--- src/rtl/decode_issue_unit_pkg.sv ---
// Shared decode definitions for the decode/issue slice: opcode constants,
// default RoB tag width and the immediate generator.
// Compile-time macro ROB_SIZE_WIDTH may be defined externally to override
// the default RoB tag width.
`ifndef ROB_SIZE_WIDTH
`define ROB_SIZE_WIDTH 4
`endif

package decode_issue_unit_pkg;

    localparam int unsigned DEF_ROB_SIZE_WIDTH = `ROB_SIZE_WIDTH;
    localparam int unsigned XLEN               = 32;

    localparam logic [6:0] OP_LUI    = 7'b0110111;
    localparam logic [6:0] OP_AUIPC  = 7'b0010111;
    localparam logic [6:0] OP_JAL    = 7'b1101111;
    localparam logic [6:0] OP_JALR   = 7'b1100111;
    localparam logic [6:0] OP_B      = 7'b1100011;
    localparam logic [6:0] OP_LD     = 7'b0000011;
    localparam logic [6:0] OP_I      = 7'b0010011;
    localparam logic [6:0] OP_S      = 7'b0100011;
    localparam logic [6:0] OP_R_TYPE = 7'b0110011;

    // Decoded view of the queue head
    typedef struct packed {
        logic [XLEN-1:0] imm;
        logic [4:0]      rd;
        logic            is_ls;
        logic            no_rs2;
        logic            is_jal;
        logic            is_br;
    } decode_t;

    // Sign-extended immediate per instruction format; R-type and unknown give 0
    function automatic logic [XLEN-1:0] gen_imm(input logic [XLEN-1:0] instr);
        logic [XLEN-1:0] res;
        res = '0;
        case (instr[6:0])
            OP_LUI, OP_AUIPC: res = {instr[31:12], 12'b0};
            OP_JAL:           res = {{12{instr[31]}}, instr[19:12], instr[20], instr[30:21], 1'b0};
            OP_JALR, OP_LD,
            OP_I:             res = {{20{instr[31]}}, instr[31:20]};
            OP_B:             res = {{20{instr[31]}}, instr[7], instr[30:25], instr[11:8], 1'b0};
            OP_S:             res = {{20{instr[31]}}, instr[31:25], instr[11:7]};
            default:          res = '0;
        endcase
        return res;
    endfunction

    function automatic decode_t decode(input logic [XLEN-1:0] instr);
        decode_t d;
        logic [6:0] opc;
        opc      = instr[6:0];
        d.imm    = gen_imm(instr);
        d.is_ls  = (opc == OP_LD) || (opc == OP_S);
        d.is_jal = (opc == OP_JAL);
        d.is_br  = (opc == OP_B);
        d.no_rs2 = (opc == OP_LUI) || (opc == OP_AUIPC) || (opc == OP_JAL) ||
                   (opc == OP_JALR) || (opc == OP_LD) || (opc == OP_I);
        d.rd     = (d.is_br || (opc == OP_S)) ? 5'd0 : instr[11:7];
        return d;
    endfunction

endpackage

--- src/rtl/decode_issue_unit_branch_predictor.sv ---
// Conditional-branch direction predictor.
// Macro BHT_EN: 2^INDEX_W x 2-bit saturating counters indexed by pc[INDEX_W+1:2],
// trained from committed branches; predicts taken iff counter[1]. Without
// BHT_EN the prediction is static backward-taken (taken_c = backward) and the
// training port is ignored.
// Ports: clk, rst (sync, active-high), rdy (freeze), rd_pc/backward -> taken_c
// (combinational), upd_valid/upd_pc/upd_taken (training).
module decode_issue_unit_branch_predictor #(
    parameter int unsigned INDEX_W = 6
) (
    input  logic        clk,
    input  logic        rst,
    input  logic        rdy,
    input  logic [31:0] rd_pc,
    input  logic        backward,
    output logic        taken_c,
    input  logic        upd_valid,
    input  logic [31:0] upd_pc,
    input  logic        upd_taken
);

`ifdef BHT_EN
    localparam int unsigned ENTRIES = 2 ** INDEX_W;

    logic [1:0]         bht [ENTRIES];
    logic [INDEX_W-1:0] rd_idx;
    logic [INDEX_W-1:0] upd_idx;
    logic               unused_bits;

    assign rd_idx      = rd_pc[INDEX_W+1:2];
    assign upd_idx     = upd_pc[INDEX_W+1:2];
    assign unused_bits = ^{backward, rd_pc[31:INDEX_W+2], rd_pc[1:0],
                           upd_pc[31:INDEX_W+2], upd_pc[1:0]};

    // Read is from the pre-update array, so a same-index update is not forwarded
    assign taken_c = bht[rd_idx][1];

    // Saturating counter training; reset to weakly not-taken
    always_ff @(posedge clk) begin
        if (rst) begin
            for (int i = 0; i < int'(ENTRIES); i++) begin
                bht[i] <= 2'b01;
            end
        end else if (rdy && upd_valid) begin
            if (upd_taken) begin
                if (bht[upd_idx] != 2'b11) bht[upd_idx] <= bht[upd_idx] + 2'd1;
            end else begin
                if (bht[upd_idx] != 2'b00) bht[upd_idx] <= bht[upd_idx] - 2'd1;
            end
        end
    end
`else
    logic unused_bits;

    assign unused_bits = ^{clk, rst, rdy, rd_pc, upd_valid, upd_pc, upd_taken};
    assign taken_c     = backward;
`endif

endmodule

--- src/rtl/decode_issue_unit.sv ---
// Decode/issue stage: IQ_DEPTH-entry instruction queue fed by the fetcher,
// decode of the queue head, register-file lookup, control-flow prediction and
// single-instruction issue to RoB + RS or RoB + LSB.
// Optional macro BHT_EN selects a trained BHT branch predictor; otherwise
// conditional branches use static backward-taken prediction.
// Ports:
//   clk, rst (sync active-high), rdy (global enable, low freezes state)
//   rob_full/rs_full/lsb_full: per-target back-pressure; rob_clear: flush
//   instr_valid/instr_in/instr_addr_in: fetch push; iq_full: fetch must hold
//   redirect_valid/redirect_pc: one-cycle redirect on predicted-taken issue
//   reg_id1/2 (combinational from head), reg_value*/has_dep*/v_rob_id*_in: Reg
//   rd_rob_id_in: tag the RoB will allocate
//   instr_issued, to_lsb and the registered issue payload (*_out, imm, rd, pred_*)
//   commit_br_*: branch-outcome training from the RoB
module decode_issue_unit
    import decode_issue_unit_pkg::*;
#(
    parameter int unsigned IQ_DEPTH        = 4,
    parameter int unsigned ROB_SIZE_WIDTH  = decode_issue_unit_pkg::DEF_ROB_SIZE_WIDTH,
    parameter int unsigned BHT_INDEX_WIDTH = 6
) (
    input  logic                      clk,
    input  logic                      rst,
    input  logic                      rdy,
    input  logic                      rob_full,
    input  logic                      rs_full,
    input  logic                      lsb_full,
    input  logic                      rob_clear,
    input  logic                      instr_valid,
    input  logic [31:0]               instr_in,
    input  logic [31:0]               instr_addr_in,
    output logic                      iq_full,
    output logic                      redirect_valid,
    output logic [31:0]               redirect_pc,
    output logic [4:0]                reg_id1,
    output logic [4:0]                reg_id2,
    input  logic [31:0]               reg_value1_in,
    input  logic [31:0]               reg_value2_in,
    input  logic                      has_dep1_in,
    input  logic                      has_dep2_in,
    input  logic [ROB_SIZE_WIDTH-1:0] v_rob_id1_in,
    input  logic [ROB_SIZE_WIDTH-1:0] v_rob_id2_in,
    input  logic [ROB_SIZE_WIDTH-1:0] rd_rob_id_in,
    output logic                      instr_issued,
    output logic                      to_lsb,
    output logic [31:0]               instr_out,
    output logic [31:0]               instr_addr_out,
    output logic [2:0]                op_out,
    output logic [6:0]                instr_type_out,
    output logic [31:0]               imm,
    output logic [4:0]                rd,
    output logic [31:0]               reg_value1_out,
    output logic [31:0]               reg_value2_out,
    output logic                      has_dep1_out,
    output logic                      has_dep2_out,
    output logic [ROB_SIZE_WIDTH-1:0] v_rob_id1_out,
    output logic [ROB_SIZE_WIDTH-1:0] v_rob_id2_out,
    output logic [ROB_SIZE_WIDTH-1:0] rd_rob_id_out,
    output logic                      pred_taken,
    output logic [31:0]               pred_pc,
    input  logic                      commit_br_valid,
    input  logic [31:0]               commit_br_pc,
    input  logic                      commit_br_taken
);

    localparam int unsigned PTR_W = (IQ_DEPTH > 1) ? $clog2(IQ_DEPTH) : 1;
    localparam int unsigned CNT_W = PTR_W + 1;

    logic [31:0]      mem_instr [IQ_DEPTH];
    logic [31:0]      mem_addr  [IQ_DEPTH];
    logic [PTR_W-1:0] head;
    logic [PTR_W-1:0] tail;
    logic [CNT_W-1:0] count;

    logic [31:0] head_instr;
    logic [31:0] head_pc;
    logic        head_valid;
    decode_t     dec;
    logic        bp_taken_c;
    logic        pred_taken_c;
    logic [31:0] target_c;
    logic [31:0] seq_pc_c;
    logic        push_c;
    logic        issue_c;
    logic        redirect_c;

    // Queue head decode and issue decision
    assign head_instr = mem_instr[head];
    assign head_pc    = mem_addr[head];
    assign head_valid = (count != '0);
    assign dec        = decode(head_instr);

    assign iq_full = (count == CNT_W'(IQ_DEPTH));
    assign reg_id1 = head_valid ? head_instr[19:15] : 5'd0;
    assign reg_id2 = head_valid ? head_instr[24:20] : 5'd0;

    assign push_c       = instr_valid && !iq_full;
    assign issue_c      = head_valid && !rob_full && (dec.is_ls ? !lsb_full : !rs_full);
    assign pred_taken_c = dec.is_jal || (dec.is_br && bp_taken_c);
    assign target_c     = head_pc + dec.imm;
    assign seq_pc_c     = head_pc + 32'd4;
    assign redirect_c   = issue_c && pred_taken_c;

    decode_issue_unit_branch_predictor #(
        .INDEX_W (BHT_INDEX_WIDTH)
    ) u_bp (
        .clk       (clk),
        .rst       (rst),
        .rdy       (rdy),
        .rd_pc     (head_pc),
        .backward  (dec.imm[31]),
        .taken_c   (bp_taken_c),
        .upd_valid (commit_br_valid),
        .upd_pc    (commit_br_pc),
        .upd_taken (commit_br_taken)
    );

    // Queue storage; a write only matters when tail advances
    always_ff @(posedge clk) begin
        if (!rst && rdy && push_c) begin
            mem_instr[tail] <= instr_in;
            mem_addr[tail]  <= instr_addr_in;
        end
    end

    // Queue pointers and registered issue outputs
    always_ff @(posedge clk) begin
        if (rst) begin
            head           <= '0;
            tail           <= '0;
            count          <= '0;
            instr_issued   <= 1'b0;
            redirect_valid <= 1'b0;
            redirect_pc    <= '0;
            to_lsb         <= 1'b0;
            instr_out      <= '0;
            instr_addr_out <= '0;
            op_out         <= '0;
            instr_type_out <= '0;
            imm            <= '0;
            rd             <= '0;
            reg_value1_out <= '0;
            reg_value2_out <= '0;
            has_dep1_out   <= 1'b0;
            has_dep2_out   <= 1'b0;
            v_rob_id1_out  <= '0;
            v_rob_id2_out  <= '0;
            rd_rob_id_out  <= '0;
            pred_taken     <= 1'b0;
            pred_pc        <= '0;
        end else if (rdy) begin
            if (rob_clear) begin
                head           <= '0;
                tail           <= '0;
                count          <= '0;
                instr_issued   <= 1'b0;
                redirect_valid <= 1'b0;
            end else begin
                instr_issued   <= issue_c;
                redirect_valid <= redirect_c;
                if (redirect_c) begin
                    // Everything fetched behind a predicted-taken op is wrong-path
                    head        <= '0;
                    tail        <= '0;
                    count       <= '0;
                    redirect_pc <= target_c;
                end else begin
                    if (push_c)  tail <= tail + PTR_W'(1);
                    if (issue_c) head <= head + PTR_W'(1);
                    count <= count + CNT_W'(push_c) - CNT_W'(issue_c);
                end
                if (issue_c) begin
                    to_lsb         <= dec.is_ls;
                    instr_out      <= head_instr;
                    instr_addr_out <= head_pc;
                    op_out         <= head_instr[14:12];
                    instr_type_out <= head_instr[6:0];
                    imm            <= dec.imm;
                    rd             <= dec.rd;
                    reg_value1_out <= reg_value1_in;
                    has_dep1_out   <= has_dep1_in;
                    v_rob_id1_out  <= v_rob_id1_in;
                    reg_value2_out <= dec.no_rs2 ? dec.imm : reg_value2_in;
                    has_dep2_out   <= dec.no_rs2 ? 1'b0 : has_dep2_in;
                    v_rob_id2_out  <= dec.no_rs2 ? '0 : v_rob_id2_in;
                    rd_rob_id_out  <= rd_rob_id_in;
                    pred_taken     <= pred_taken_c;
                    pred_pc        <= pred_taken_c ? target_c : seq_pc_c;
                end
            end
        end
    end

endmodule

--- config.mk ---
export PLATFORM = sky130hd
export DESIGN_NAME = decode_issue_unit
export DESIGN_NICKNAME = d
export VERILOG_FILES = /design/src/rtl/decode_issue_unit_pkg.sv /design/src/rtl/decode_issue_unit_branch_predictor.sv /design/src/rtl/decode_issue_unit.sv
export SDC_FILE = /design/constraint.sdc
export NUM_CORES = 1
export LEC_CHECK = 0
export BUFFER_PORTS_ARGS = -buffer_cell sky130_fd_sc_hd__buf_4
export CORE_ASPECT_RATIO = 0.7
export CORE_MARGIN = 2
export CORE_UTILIZATION = 50
export DETAILED_ROUTE_END_ITERATION = 10
export PLACE_DENSITY_LB_ADDON = 0.3
export SYNTH_ARGS = -nofsm -noshare
export SYNTH_HDL_FRONTEND = slang
export SYNTH_SLANG_ARGS = --single-unit
--- constraint.sdc ---
create_clock -name clk -period 5.97 [get_ports clk]
set_input_delay 1.194 -clock clk [delete_from_list [all_inputs] [get_ports clk]]
set_output_delay 1.194 -clock clk [all_outputs]
set_load 0.01 [all_outputs]
==> reports/qor.yml, run 1 <==
setup_path:
  crit_required_ns: 6.45
  setup.worst_path.end_class: "register"
  crit_type: "reg2reg"
  critPathMaxFanout: 16
  critPathArrivalTime_ns: 5.86
  crit_path_start_kind: "register"
sta:
  rsz0062_at_grt: "no"
  finalCriticalPeriod_ns: 5.39
  hold_viol: 0
  hold_ws_ns: 0.453
  setup_tns_ns: 0
  skew_ns: 0.0333
  fin_crit_sh: 0.902
  max_slew.worst_pin.slew_ns: 1.19
  relSlewSlack: 0.207
  finalSetupViolations: 0
  maxSlewViolCount: 0
  clock.fmax_mhz: 186
yosys:
  syn_area_um2: 21600
  synth_nets: 2157
  seq_area_frac_synth: 0.593
  yosysMostFrequentCell: "nand2_1"
  ys_top_cells_by_area: "edfxtp_1, dfxtp_1, mux4_2, nand2_1, a21oi_1"
  synthCells: 1933
  synth_ff_type: "edfxtp_1"
  synth_top_cells_by_count: "nand2_1, dfxtp_1, edfxtp_1"
  synth-edff-count: 256
  postSynth.asyncResetShare: 0
  synth_cell_type_count: 73
  synth_seq_cells: 512
  yosys_warnings: 0
  netlist.top_cell.by_area: "edfxtp_1"
  netlist.area_leader.share: 0.356
  avgSynthCellArea_um2: 11.2
die:
  ios: 452
  initial_core_util: 0.509
  die_w_um: 252
  dieHeight_um: 178
  num_rows: 63
  core-area_um2: 42500
  fp.dieArea_um2: 44900
run_status:
  outcome: "complete, no violations"
power_and_ir_drop:
  leakage_nw: 10.1
  p_per_area_nw_per_um2: 263
  vdd_drop_max_uv: 214
clocking:
  clk_latency_ns: 0.58
  cts_root_buffer: "clkbuf_16"
  path_clk_slew_ns: 0.06
  cts_max_path_buffers: 3
  cts_tree: "done"
  postCtsHoldBufs: 0
  ctsHtreeMaxLevel: 2
  clock-sinks: 512
  cts_made_buffers: 48
placed_design:
  hpwl_um: 46200
  port_buffers: 417
  dp.cells: 2798
  placed_area_um2: 25000
  gp_congestion: 0.919
run:
  drv_cap: 0
routing:
  drt_iter0_markers: 1611
  drc: 0
  antenna_left: 0
  vias_per_cell: 5.71
  wire_per_inst_um: 22.5
  vias: 16500
  routed_wl_um: 65000
  drt_first_pass_iters: 6
cells_and_area:
  fillers: 3393
  drive_gt1_frac: 0.265
  syn_to_final_growth_pct: 22.6
  final_cell_area_um2: 26500
  fin_cells: 2891
  fin_nets: 2520
grt:
  first_global_vias: 15300
  grt_usage: 0.280
  grt_max_degree: 208
  antenna_found_initial: 7
  grt_pass1_wl_um: 94100
  grt-ovfl-total: 0
hold_path:
  hold_path_class: "reg2reg"
[registers in the layout, indices dropped and copies added, names as in the netlist, 2 cells and up, named ones only]
signal / flops
v_rob_id1_out: 4
imm: 32
pred_pc: 32
count: 3
tail: 2
rd_rob_id_out: 4
reg_value2_out: 32
head: 2
rd: 5
mem_addr: 128
instr_addr_out: 32
instr_out: 32
v_rob_id2_out: 4
mem_instr: 128
redirect_pc: 32
reg_value1_out: 32
[power by group]
group	internal, mW	switching (mW)	leakage (nW)
Clock	1.61	1.31	0.727
Combinational	0.137	0.199	4.96
Sequential	3.72	0.00972	4.38
[cell type report]
cell class	instances	area [um^2]	share of cell area
Sequential cell	512	12800	0.484
Timing Repair Buffer	443	3360	0.127
Clock inverter	24	216	0.00817
Multi-Input combinational cell	1257	7980	0.301
Tap cell	552	691	0.0261
Clock buffer	64	1280	0.0484
Inverter	34	128	0.00482
Antenna cell	5	12.5	0.000472
[metrics by stage]
step           total power [mW]  utilization  worst slack, ns
2_1_floorplan              3.96            -             1.24
3_3_place_gp               4.12        0.588            0.686
6_report                   6.98        0.623            0.584
4_1_cts                    7.02        0.623            0.577
3_5_place_dp               4.13        0.588            0.641
5_1_grt                    7.19        0.623            0.175
[critical path, cell delays in order, from the launching register on]
cell and delay, ns:
dfxtp_4 0.53, mux4_2 0.61, and4bb_2 0.32, nand2_1 0.13, nand2_1 0.28, and2_1 0.29
a21oi_1 0.52, inv_1 0.10, ha_1 0.31, a211oi_1 0.24, o21ai_0 0.13, buf_4 0.17
o211a_1 0.27, o21ai_0 0.54, o221ai_1 0.25, xor2_1 0.30, nand2_1 0.14, a21oi_1 0.16
[routing by layer]
| metal | share of wire | track usage | up-vias |
|---|---|---|---|
| li1 | - | - | 7667 |
| met1 | 0.42 | 0.393 | 8040 |
| met2 | 0.45 | 0.427 | 692 |
| met3 | 0.090 | 0.0685 | 104 |
| met4 | 0.033 | 0.0976 | 4 |
| met5 | 0.00052 | 0 | - |
[final timing paths]
check / from / endpoint / slack [ns] / cells past startpoint
setup / recovery: register / redirect_pc[17] / 0.58 / 17
hold / removal: v_rob_id1_out[2] / v_rob_id1_out[2] / 0.45 / 2
setup reg to reg: register / redirect_pc[17] / 0.58 / 17
hold reg to reg: v_rob_id1_out[2] / v_rob_id1_out[2] / 0.45 / 2
[cell usage in the layout, fill, tap and decap left out, types with 6 or more instances in the layout]
cell type	count
nand2_1	376
dfxtp_1	254
nand2b_1	8
xor2_1	21
a22oi_1	8
mux4_2	64
nor3_1	41
inv_1	34
o21ai_0	60
edfxtp_1	256
nand4_1	9
a21oi_1	220
clkbuf_16	48
clkinv_2	11
a31o_2	8
nand3_1	42
and2_1	14
o211ai_1	23
a211oi_2	10
a221oi_1	10
buf_4	440
a211oi_1	10
nor2b_1	13
ha_1	38
xnor2_1	34
nor4_1	6
nor2_1	125
clkbuf_1	14
a21o_1	29
[kinds of logic after synthesis]
logic type | count (synthesis) | share of synthesized area
buf+inv | 164 | 0.0389
mux | 67 | 0.0682
xor+xnor | 55 | 0.0223
fa+ha+maj | 40 | 0.0239
simple gates | 669 | 0.133
flops | 512 | 0.593
compound gates | 426 | 0.121
[repair_timing]
item	in CTS	in global routing
gates resized for setup	0	1
setup endpoints to repair	0	1
hold endpoints to repair	0	0
buffers inserted	0	0
No activity file was read; power rests on OpenSTA's default activity.
==> run 2: changes to the inputs <==
--- a/config.mk
+++ b/config.mk
@@ -8,9 +8,10 @@
 export BUFFER_PORTS_ARGS = -buffer_cell sky130_fd_sc_hd__buf_4
 export CORE_ASPECT_RATIO = 0.7
 export CORE_MARGIN = 2
-export CORE_UTILIZATION = 50
+export CORE_UTILIZATION = 40
 export DETAILED_ROUTE_END_ITERATION = 10
 export PLACE_DENSITY_LB_ADDON = 0.3
 export SYNTH_ARGS = -nofsm -noshare
 export SYNTH_HDL_FRONTEND = slang
 export SYNTH_SLANG_ARGS = --single-unit
+export TNS_END_PERCENT = 10
==> run 2 against run 1 <==
Final cell count up 6.4%; global-route usage down 3.5 points; sequential power about the same; non-clock buffer count increased by 4; clock-buffer cell count rose by 8; clock power up 9.6%; register-to-register slack got worse by 0.04 ns; combinational power is 3% higher; hold slack is essentially flat; flip-flop and latch count did not move; first-iteration DRC count decreased by 11%; critical endpoint is now pred_pc[28].
==> reports/qor.yml, run 2 (synthesized netlist as in run 1, its figures left out) <==
power_and_ir_drop:
  swShare: 0.222
  p_per_area_nw_per_um2: 271
  fin_total_pwr_mw: 7.27
  intPower_mw: 5.66
  pwr-share-comb: 0.047
  clockPowerShare: 0.440
  power.switching_mw: 1.62
  seq_power_share: 0.512
  leakage_nw: 10.2
  vdd_drop_max_uv: 220
clocking:
  postCtsSetupRepairBufs: 0
  cts_max_path_buffers: 3
  ctsResizeCount: 0
  postCtsHoldBufs: 0
  ctsHtreeMaxLevel: 2
  clock-sinks: 512
  cts_tree: "done"
  path_clk_slew_ns: 0.07
  cts_root_buffer: "clkbuf_16"
  cts_made_buffers: 50
  clk_latency_ns: 0.62
sta:
  fin_crit_sh: 0.909
  relSlewSlack: 0.354
  finalSetupViolations: 0
  skew_ns: 0.0408
  hold_viol: 0
  max_slew.worst_pin.slew_ns: 0.959
  setup_tns_ns: 0
  rsz0062_at_grt: "no"
  finalCriticalPeriod_ns: 5.43
  maxSlewViolCount: 0
  clock.fmax_mhz: 184
  hold_ws_ns: 0.453
die:
  core-area_um2: 53600
  ios: 452
  initial_core_util: 0.403
  die_w_um: 282
  fp.dieArea_um2: 55900
  dieHeight_um: 198
  num_rows: 71
setup_path:
  setup.worst_path.end_class: "register"
  critPathArrivalTime_ns: 5.89
  crit_type: "reg2reg"
  critPathMaxFanout: 22
  crit_path_start_kind: "register"
  crit_required_ns: 6.43
routing:
  drt_iter0_markers: 1427
  vias: 16600
  drt_first_pass_iters: 5
  drc: 0
  vias_per_cell: 5.38
  wire_per_inst_um: 22.9
  routed_wl_um: 70500
  antenna_left: 0
placed_design:
  port_buffers: 417
  hpwl_um: 50100
  dp.cells: 2980
  gp_congestion: 0.897
hold_path:
  hold_path_class: "reg2reg"
run:
  drv_cap: 0
cells_and_area:
  fillers: 4806
  drive_gt1_frac: 0.268
  fin_cells: 3075
  final_common_cell: "buf_4"
  final_cell_mix: "buf_4, nand2_1, edfxtp_1"
  largestRegisters: "mem_addr: 128 flops, mem_instr: 128 flops"
  syn_to_final_growth_pct: 24.4
  fin_nets: 2526
grt:
  grt-ovfl-total: 0
  grt_max_degree: 132
  antenna_found_initial: 10
  grt_usage: 0.245
  first_global_vias: 15600
  grt_pass1_wl_um: 101000
run_status:
  outcome: "complete, no violations"
run 2: worst paths after layout:
kind | startpoint | endpoint | slack [ns] | depth (start not counted)
worst max register to register | register | pred_pc[28] | 0.54 | 13
worst min register to register | reg_value1_out[24] | reg_value1_out[24] | 0.45 | 2
worst min-delay path | reg_value1_out[24] | reg_value1_out[24] | 0.45 | 2
worst max-delay path | register | pred_pc[28] | 0.54 | 13
run 2: through the flow:
step / setup WS (ns) / area [um^2] / utilization
finish: 0.543 / 26900 / 0.502
global route: 0.104 / 26900 / 0.502
CTS: 0.503 / 26900 / 0.502
detailed placement: 0.533 / 25200 / 0.471
global placement: 0.585 / 25200 / 0.471
floorplan: 1.24 / 21600 / -
run 2: worst max-delay path, cell delays in order (launching register included):
cell	delay, ns
dfxtp_4	0.55
buf_4	0.49
mux4_2	0.67
a32oi_1	0.35
o21ai_0	0.44
ha_1	0.57
nand2_1	0.10
a2111oi_0	0.45
o21ai_0	0.22
a21oi_1	0.30
o221ai_1	0.29
nor4b_1	0.23
o311ai_0	0.43
o21ai_0	0.15
run 2: final cells by class:
class | instances | area, um^2 | share of cell area
Inverter | 34 | 128 | 0.00475
Tap cell | 730 | 913 | 0.0340
Multi-Input combinational cell | 1257 | 7990 | 0.297
Clock buffer | 72 | 1430 | 0.0530
Sequential cell | 512 | 12800 | 0.477
Clock inverter | 21 | 226 | 0.00843
Timing Repair Buffer | 447 | 3370 | 0.126
Antenna cell | 2 | 5.00 | 0.000186
run 2: routing by layer:
metal / track usage / up-vias / wire length, um
met3: 0.0693 / 107 / 5840
met5: 0 / - / 115
met1: 0.337 / 8157 / 31000
li1: - / 7680 / -
met4: 0.0729 / 16 / 1650
met2: 0.377 / 595 / 31900
run 2: power groups by stage:
stage	clock network (mW)	logic, mW	registers [mW]
after floorplan	0	0.154	3.80
after global placement	0	0.336	3.80
after detailed placement	0	0.343	3.80
after CTS	3.27	0.344	3.72
after global routing	3.41	0.371	3.72
final	3.20	0.345	3.72
==> run 3: changes to the inputs <==
--- a/config.mk
+++ b/config.mk
@@ -13,5 +13,6 @@
 export PLACE_DENSITY_LB_ADDON = 0.3
 export SYNTH_ARGS = -nofsm -noshare
 export SYNTH_HDL_FRONTEND = slang
+export SYNTH_HIERARCHICAL = 1
 export SYNTH_SLANG_ARGS = --single-unit
 export TNS_END_PERCENT = 10
==> run 3 against run 2 <==
Clock-buffer cell count fell by 3; sequential share of layout area rose by 0.25 points; cell area fell by 0.53%; clock skew fell by 0.017 ns; sequential power barely moved; die area fell by 1.1%; critical path depth rose by 2; maximum frequency fell by 3.3%; final cell count fell by 2.0%; flip-flop and latch count did not move; first-iteration DRC count fell by 12%; setup slack got worse by 0.18 ns; largest power group unchanged.
==> reports/qor.yml, run 3 <==
run_status:
  outcome: "complete, no violations"
grt:
  antenna_found_initial: 2
  grt_usage: 0.248
  grt-ovfl-total: 0
  first_global_vias: 15400
  grt_pass1_wl_um: 101000
  grt_max_degree: 217
clocking:
  ctsResizeCount: 0
  cts_root_buffer: "clkbuf_16"
  path_clk_slew_ns: 0.06
  ctsHtreeMaxLevel: 2
  clk_latency_ns: 0.60
  clock-sinks: 512
  postCtsSetupRepairBufs: 0
  cts_made_buffers: 51
  cts_max_path_buffers: 3
  cts_tree: "done"
  postCtsHoldBufs: 0
run:
  drv_cap: 0
yosys:
  netlist.area_leader.share: 0.360
  syn_area_um2: 21400
  synthSimpleGateAreaFrac: 0.131
  synth_nets: 2144
  postSynth.asyncResetShare: 0
  avgSynthCellArea_um2: 11.1
  seq_area_frac_synth: 0.600
  synth_cell_type_count: 62
  netlist.top_cell.by_area: "edfxtp_1"
  yosysMostFrequentCell: "nand2_1"
  synth_compound_area_frac: 0.116
  synth_top_family_by_area: "simple AND/OR/NAND/NOR gates"
  synth_top_cells_by_count: "nand2_1, dfxtp_1, edfxtp_1"
  synth-xor-area-share: 0.0242
  synthMuxAreaShare: 0.0703
  ys_top_cells_by_area: "edfxtp_1, dfxtp_1, mux4_2, nand2_1, a21oi_1"
  synthAdderAreaFrac: 0.0241
  synthCells: 1920
  yosys_warnings: 6
  synth_seq_cells: 512
  synth_ff_type: "edfxtp_1"
  synth-edff-count: 256
setup_path:
  r2r_slack_ns: 0.36
  critPathArrivalTime_ns: 6.05
  reg2reg_depth: 15
  crit_type: "reg2reg"
  crit_required_ns: 6.41
  critPathMaxFanout: 17
  crit_path_start_kind: "register"
  setup.worst_path.end_class: "register"
  reg2reg_to: "pred_pc[29]"
die:
  num_rows: 70
  core-area_um2: 52500
  ios: 452
  fp.dieArea_um2: 55300
  dieHeight_um: 197
  die_w_um: 280
  initial_core_util: 0.407
sta:
  setup_tns_ns: 0
  hold_viol: 0
  skew_ns: 0.0241
  fin_crit_sh: 0.940
  finalCriticalPeriod_ns: 5.61
  maxSlewViolCount: 0
  relSlewSlack: 0.161
  rsz0062_at_grt: "no"
  finalSetupViolations: 0
  max_slew.worst_pin.slew_ns: 1.25
  clock.fmax_mhz: 178
power_and_ir_drop:
  seq_power_share: 0.501
  intPower_mw: 5.81
  swShare: 0.222
  leakage_nw: 10.0
  vdd_drop_max_uv: 199
  p_per_area_nw_per_um2: 279
  power.switching_mw: 1.65
  pwr-share-comb: 0.054
  clockPowerShare: 0.445
cells_and_area:
  drive_gt1_frac: 0.262
  final_cell_mix: "buf_4, nand2_1, edfxtp_1"
  final_cell_area_um2: 26700
  final_common_cell: "buf_4"
  syn_to_final_growth_pct: 25.1
  seq_area_um2: 12800
  fillers: 4690
  multi_input_area_um2: 7850
  fin_nets: 2508
  largestRegisters: "mem_addr: 128 flops, mem_instr: 128 flops"
hold_path:
  hold_end: "instr_addr_out[5]"
  hp-start: "instr_addr_out[5]"
  hold_path_class: "reg2reg"
  whs_path_depth: 2
routing:
  drc: 0
  wire_per_inst_um: 23.4
  antenna_left: 0
  drt_first_pass_iters: 5
  routed_wl_um: 70500
  vias: 16200
  drt_iter0_markers: 1262
  vias_per_cell: 5.39
placed_design:
  gp_congestion: 0.860
  hpwl_um: 49800
  placed_area_um2: 25000
  port_buffers: 417
[run 3: cell count changes after synthesis, moves of 15 or more]
cell,previous run,this run
buf_4,31,16
a21o_1,29,14
clkbuf_1,55,71
nand2_1,376,355
o21ai_0,60,26
a21oi_1,221,246
nor2_1,125,157
a211oi_1,10,56
[run 3: worst max-delay path: stages (launching register included)]
cell	delay, ns
dfxtp_4	0.56
mux4_2	0.68
or4_1	0.56
a21boi_2	0.41
or2_2	0.26
and2_1	0.21
ha_1	0.31
a21o_1	0.18
a21oi_1	0.23
o21ai_0	0.20
o21ai_0	0.63
a21oi_1	0.32
a221o_1	0.40
a21oi_1	0.18
xor2_1	0.21
a211oi_1	0.10
[run 3: worst max path at each step]
| stage | depth (start not counted) | from | to |
|---|---|---|---|
| after floorplan | 18 | register | pred_pc[29] |
| after CTS | 15 | register | pred_pc[29] |
| final | 15 | register | pred_pc[29] |
| after detailed placement | 15 | register | pred_pc[29] |
| after global routing | 14 | register | pred_pc[29] |
| after global placement | 15 | register | redirect_pc[30] |
[run 3: layout make-up]
| type | instances | area share |
|---|---|---|
| timing repair buffer | 441 | 0.125 |
| sequential | 512 | 0.479 |
| tap | 684 | 0.0320 |
| clock buffer | 69 | 0.0541 |
| inverter | 36 | 0.00505 |
| clock inverter | 26 | 0.0105 |
| multi-input combinational | 1242 | 0.294 |
| antenna | 2 | 0.000187 |
[run 3: logic make-up after synthesis]
group | after synthesis
and+or+nand+nor | 658
DFF | 512
buffers and inverters | 166
xor gates and xnor gates | 59
AOI/OAI and AO/OA | 415
adders and majority gates | 40
muxes | 70
[run 3: layer usage]
metal | up-vias | global-route usage | routed length [um]
li1 | 7605 | - | -
met1 | 7954 | 0.338 | 30700
met2 | 594 | 0.385 | 31400
met3 | 80 | 0.0823 | 7050
met4 | 0 | 0.0539 | 1350
met5 | - | 0 | 0
[run 3: metrics by stage]
step	worst slack [ns]	util	power, mW	cells	hold slack [ns]
finish	0.358	0.510	7.46	3012	0.454
global route	0.0380	0.510	7.68	3011	0.471
CTS	0.419	0.509	7.51	3010	0.457
detailed placement	0.450	0.477	4.21	2915	0.447
global placement	0.461	0.477	4.20	2915	0.440
floorplan	1.16	-	4.00	1920	0.467
[run 3: power by group through the flow]
stage	combinational (mW)	sequential (mW)	clock, mW
after floorplan	0.184	3.82	0
after global placement	0.391	3.81	0
after detailed placement	0.399	3.81	0
after CTS	0.400	3.74	3.38
after global routing	0.431	3.74	3.51
final	0.401	3.74	3.32
